[src/rtl/sel_fsm_rr_pkg.sv]
// Shared types and helpers for the round-robin request/release select FSM.
package sel_fsm_rr_pkg;

  // Three legal states; the fourth encoding is recovered to SR_IDLE.
  typedef enum logic [1:0] {
    SR_IDLE  = 2'd0,
    SR_GRANT = 2'd1,
    SR_GAP   = 2'd2
  } sel_rr_state_t;

  // Bits needed to hold values 0..value-1, never less than one bit so a
  // two-channel or tiny-counter instance still gets a legal vector.
  function automatic int clog2_min1(input int value);
    int w;
    w = 1;
    while ((1 << w) < value) w++;
    return w;
  endfunction

endpackage

[src/rtl/sel_fsm_rr_rr_pick.sv]
// Combinational round-robin picker: first set request at or after ptr,
// wrapping from N-1 back to 0.
module sel_fsm_rr_rr_pick
  import sel_fsm_rr_pkg::*;
#(
  parameter int N  = 4,
  parameter int IW = clog2_min1(N)
) (
  input  logic [N-1:0]  req,
  input  logic [IW-1:0] ptr,
  output logic          found,
  output logic [IW-1:0] idx
);

  logic [2*N-1:0] w_req2;
  logic [N-1:0]   w_rot;
  logic [IW-1:0]  w_off;
  logic [IW:0]    w_sum;

  // Rotate requests so ptr lands at bit 0, take the lowest set bit, then
  // rotate the offset back with an explicit wrap (N need not be a power of 2).
  always_comb begin
    // NOTE: every combinational output gets a default first so no path
    // leaves a value unassigned and a latch can never be inferred.
    w_req2 = {req, req};
    w_rot  = N'(w_req2 >> ptr);
    w_off  = '0;
    found  = |w_rot;
    for (int k = N - 1; k >= 0; k--) begin
      if (w_rot[k]) w_off = IW'(k);
    end
    w_sum = {1'b0, ptr} + {1'b0, w_off};
    if (w_sum >= (IW+1)'(N)) w_sum = w_sum - (IW+1)'(N);
    idx = w_sum[IW-1:0];
  end

endmodule

[src/rtl/sel_fsm_rr.sv]
// N-channel request/release select FSM with round-robin fairness, optional
// maximum hold time and a fixed idle gap after every release. All outputs
// are registered and change only with the state they describe.
module sel_fsm_rr
  import sel_fsm_rr_pkg::*;
#(
  parameter int N          = 4,
  parameter int HOLD_MAX   = 0,
  parameter int GAP_CYCLES = 1,
  localparam int IW        = clog2_min1(N),
  localparam int CNT_MAX   = (HOLD_MAX > GAP_CYCLES) ? HOLD_MAX : GAP_CYCLES,
  localparam int CW        = clog2_min1(CNT_MAX + 1)
) (
  input  logic          clk,
  input  logic          rst,
  input  logic [N-1:0]  a,
  input  logic [N-1:0]  b,
  output logic [N-1:0]  select,
  output logic [IW-1:0] selIdx,
  output logic          busy,
  output logic          timeout
);

  sel_rr_state_t r_state;
  logic [IW-1:0] r_owner;
  logic [IW-1:0] r_ptr;
  logic [CW-1:0] r_cnt;
  logic [N-1:0]  r_select;
  logic          r_busy;
  logic          r_timeout;

  logic          w_found;
  logic [IW-1:0] w_idx;
  logic [N-1:0]  w_idx_onehot;
  logic          w_own_req;
  logic          w_own_rel;
  logic          w_hold_hit;
  logic          w_gap_done;
  logic [CW-1:0] w_cnt_inc;
  logic [IW-1:0] w_ptr_next;

  sel_fsm_rr_rr_pick #(
    .N  (N),
    .IW (IW)
  ) u_pick (
    .req   (a),
    .ptr   (r_ptr),
    .found (w_found),
    .idx   (w_idx)
  );

  assign w_idx_onehot = {{(N-1){1'b0}}, 1'b1} << w_idx;
  assign w_own_req    = a[r_owner];
  assign w_own_rel    = b[r_owner];
  // The HOLD_MAX==0 term keeps the unlimited case from ever matching.
  assign w_hold_hit   = (HOLD_MAX != 0) && (r_cnt == CW'(HOLD_MAX - 1));
  assign w_gap_done   = (r_cnt == CW'(GAP_CYCLES - 1));
  // Saturate rather than wrap so a long unlimited hold never aliases.
  assign w_cnt_inc    = (r_cnt == {CW{1'b1}}) ? r_cnt : r_cnt + CW'(1);
  assign w_ptr_next   = (r_owner == IW'(N - 1)) ? '0 : r_owner + IW'(1);

  // State, owner, pointer, counter and every output advance together.
  always_ff @(posedge clk) begin
    // NOTE: sequential state uses non-blocking assignments only, so every
    // right-hand side reads the pre-edge value regardless of statement order.
    if (rst) begin
      r_state   <= SR_IDLE;
      r_owner   <= '0;
      r_ptr     <= '0;
      r_cnt     <= '0;
      r_select  <= '0;
      r_busy    <= 1'b0;
      r_timeout <= 1'b0;
    end else begin
      r_timeout <= 1'b0;
      case (r_state)
        SR_IDLE: begin
          if (w_found) begin
            r_state  <= SR_GRANT;
            r_owner  <= w_idx;
            r_cnt    <= '0;
            r_select <= w_idx_onehot;
            r_busy   <= 1'b1;
          end
        end

        SR_GRANT: begin
          if (w_own_req && w_hold_hit) begin
            // Forced release: owner still wants the resource but hit its limit.
            r_state   <= SR_GAP;
            r_cnt     <= '0;
            r_ptr     <= w_ptr_next;
            r_select  <= '0;
            r_timeout <= 1'b1;
          end else if (w_own_req) begin
            r_cnt <= w_cnt_inc;
          end else if (w_own_rel) begin
            r_state  <= SR_GAP;
            r_cnt    <= '0;
            r_ptr    <= w_ptr_next;
            r_select <= '0;
          end
          // a=0 and b=0: grant latches, counter frozen.
        end

        SR_GAP: begin
          if (w_gap_done) begin
            r_state <= SR_IDLE;
            r_cnt   <= '0;
            r_busy  <= 1'b0;
          end else begin
            r_cnt <= w_cnt_inc;
          end
        end

        default: begin
          r_state  <= SR_IDLE;
          r_cnt    <= '0;
          r_select <= '0;
          r_busy   <= 1'b0;
        end
      endcase
    end
  end

  assign select  = r_select;
  assign selIdx  = r_owner;
  assign busy    = r_busy;
  assign timeout = r_timeout;

endmodule

[config.mk]
export PLATFORM = sky130hd
export DESIGN_NAME = sel_fsm_rr
export DESIGN_NICKNAME = d
export VERILOG_FILES = /design/src/rtl/sel_fsm_rr_pkg.sv /design/src/rtl/sel_fsm_rr_rr_pick.sv /design/src/rtl/sel_fsm_rr.sv
export SDC_FILE = /design/constraint.sdc
export NUM_CORES = 1
export LEC_CHECK = 0
export ABC_AREA = 1
export CAP_MARGIN = 20
export CORE_MARGIN = 10
export CORE_UTILIZATION = 30
export DETAILED_ROUTE_END_ITERATION = 16
export PLACE_DENSITY = 0.52
export SETUP_SLACK_MARGIN = 0.02
export SLEW_MARGIN = 20
export SYNTH_ARGS = -nofsm -noshare
export SYNTH_HDL_FRONTEND = slang
export SYNTH_SLANG_ARGS = --single-unit
[constraint.sdc]
create_clock -name clk -period 5.6 [get_ports clk]
set_input_delay 0.56 -clock clk [delete_from_list [all_inputs] [get_ports clk]]
set_output_delay 0.56 -clock clk [all_outputs]
set_load 0.005 [all_outputs]
==> run metrics <==
status=completed; pins over their slew limit=0; CTS tree=built; Synth Warn #=0; hold path endpoint=busy$_SDFFE_PP0P_; achievable clock frequency=438.3 MHz; Syn Nets=148; H-tree depth=1; post-route ant nets=0; Port Buf Inserts=16; num rows=19; CP Buf/Inv Count=3; number of DRC markers in iteration 0=34; clk_skew=3.985 ps; vias in the first global route=867; Crit Path Class=in2reg; DRT Pass-1 Iters=4; top_reg_cell synth=dfxtp_1; cts hold-fix bufs=0; Max stage delay on crit path=510 ps; nets@finish=168; routed wire length=2022 um; worst-path cell chain=clkdlybuf4s50_1 > nand2_1 > nand3_1 > nand2_1 > a21boi_0 > ha_1 > xor2_1 > inv_1 > nand4_1 > nand2_1 > inv_1 > nor2_1 > nor2_1 > nor2_1; min cycle time layout=2281 ps; Syn Inst Count=133; post-synthesis sequential area ratio=28.19%; Starting Density=31.17%; Layout area overhead=26.73%; die extent in y=73.30 um; worst hold start=busy$_SDFFE_PP0P_; worst-path fanout max=4; CTS buffer count=3; clk sinks=12; Worst setup SP type=primary input; Total GRT Usage=8.451%; vias per inst=4.656; setup TNS=0 ps; cts repair resizes=0; Core ar.=2734 um2; worst reg-to-reg setup slack=3570 ps; ANT cells=0; static leakage=0.0005229 uW; total I/O pin count=18; Synth area leader=dfxtp_1; Residual DRC=0; Root Driver=clkbuf_4; endpoints failing setup=0; synth cell count leaders=nand2_1, nor2_1, inv_1; CP max stage cell=clkdlybuf4s50_1; RSZ-0062 raised after global routing=no; mean routed wirelength per cell=11.05 um; fin util=39.50%; gr ovfl total=0; initial antenna violation count=0; largest net degree at the start of global routing=10; layout cell share with drive strength beyond 1=9.868%; first-pass GRT wire length=3753 um; most numerous cell in the Yosys netlist=nand2_1; RR Startpoint=r_ptr[0]$_SDFFE_PP0P_; CTS max path bufs=2; Post-Syn Area=852.1 um2; Worst setup EP type=register; Top delay family on crit path=buffers and inverters; R2R depth=14; Hold Crit Class=reg2reg; VDD IR-drop max=0.2550 mV; Worst Hold Depth=2; flops & latches, synth=12; width of the die=73.30 um; die area=5372 um2; R2R Path End=select[3]$_SDFFE_PP0P_; GP Congestion=0.7490; power per cell area=473.2 nW/um2; Arr. time, crit path=2450 ps; max cap viols=0; fin crit share=40.74%; synth unique cells=22; top cells by area, synth=dfxtp_1, nand2_1, nand3_1, nor2_1, ha_1; Post-CTS Setup Repair Bufs=0; Async SR Flop Fraction=0%; Synth top area share=28.19%; via count=852; data required time of the worst path=5770 ps; number of flops mapped to enable cells by yosys=0; Avg Inst Size Synth=6.407 um2; Clock transition at path regs=80 ps; Detail Placement HPWL=1665 um; final hold vios=0; clk_lat worst skew=280 ps
-- how the worst max path moves through the flow --
stage                                         to  from  depth (start not counted)  slack [ps]
final                     select[3]$_SDFFE_PP0P_  a[0]                         14        3320
after global routing      select[3]$_SDFFE_PP0P_  a[0]                         15        2990
after CTS                 select[3]$_SDFFE_PP0P_  a[0]                         14        3300
after detailed placement  select[3]$_SDFFE_PP0P_  a[0]                         14        3000
after global placement    select[3]$_SDFFE_PP0P_  a[0]                         14        3080
after floorplan           select[2]$_SDFFE_PP0P_  a[3]                         13        3720
-- cells in the final DEF (no fill, tap or decap), types with 2 or more instances in the layout --
| cell type | Yosys | final |
|---|---|---|
| nand3_1 | 15 | 15 |
| nand4_1 | 3 | 3 |
| a21oi_1 | 8 | 8 |
| o21ai_1 | 2 | 2 |
| o21ai_0 | 6 | 6 |
| clkdlybuf4s50_1 | 0 | 16 |
| nor2_1 | 17 | 17 |
| inv_1 | 16 | 16 |
| ha_1 | 5 | 5 |
| nand2_1 | 34 | 34 |
| clkbuf_4 | 0 | 3 |
| nand2_2 | 4 | 4 |
| dfxtp_1 | 12 | 12 |
-- cell families (layout without fill, tap and decap cells) --
| group | count (synthesis) | in the layout | share of synthesized area [%] |
|---|---|---|---|
| AO/OA/AOI/OAI | 18 | 18 | 11.31 |
| XOR/XNOR | 1 | 1 | 1.028 |
| adder cells (fa/ha/maj) | 5 | 5 | 7.342 |
| buffers and inverters | 18 | 37 | 8.370 |
| flip-flops | 12 | 12 | 28.19 |
| other | 1 | 1 | 0.4401 |
| AND/OR/NAND/NOR | 78 | 78 | 43.32 |
-- cell type report --
class                           instances  area (um2)
Fill cell                             312        1654
Multi-Input combinational cell        103       540.5
Sequential cell                        12       240.2
Timing Repair Buffer                   16       160.2
Inverter                               17       63.81
Tap cell                               31       38.79
Clock buffer                            4       36.28
-- sequential cells by signal, indices dropped and copies added, names as in the netlist --
register  flops
busy          1
r_cnt         1
r_ptr         2
r_state       2
selIdx        2
select        4
-- report_power, final --
part           switching [uW]  total (uW)  internal (uW)
Combinational             170         296            126
Sequential               27.6         143            116
Clock                    32.3        71.9           39.5
Total                     230         511            281
-- worst register-to-register path, stage by stage, from the launching register on --
cell and delay [ps]:
dfxtp_1 430, inv_2 90, nand2_1 90, nand3_1 70
nand2_1 150, a21boi_0 220, ha_1 190, xor2_1 180
inv_1 50, nand4_1 80, nand2_1 90, inv_1 100
nor2_1 60, nor2_1 80, nor2_1 40
-- layer usage --
metal / up-vias / share of wire, % / GRT usage (%)
li1: 470 / - / -
met1: 367 / 46 / 9.799
met2: 10 / 49 / 14.42
met3: 5 / 2.9 / 1.884
met4: 0 / 1.6 / 3.727
met5: - / 0 / 0
-- metrics by stage --
step | instance area [um2] | total power, uW | hold slack [ps] | setup slack [ps] | instances
CTS | 1080 | 517.6 | 476.8 | 3296 | 183
finish | 1080 | 511.0 | 474.2 | 3319 | 183
detailed placement | 1044 | 444.0 | 457.8 | 3003 | 179
floorplan | 852.1 | 358.1 | 450.6 | 3716 | 133
global route | 1080 | 575.9 | 516.6 | 2987 | 183
global placement | 1044 | 442.2 | 459.6 | 3083 | 179
Note: power is estimated with default switching activity, not from simulation.
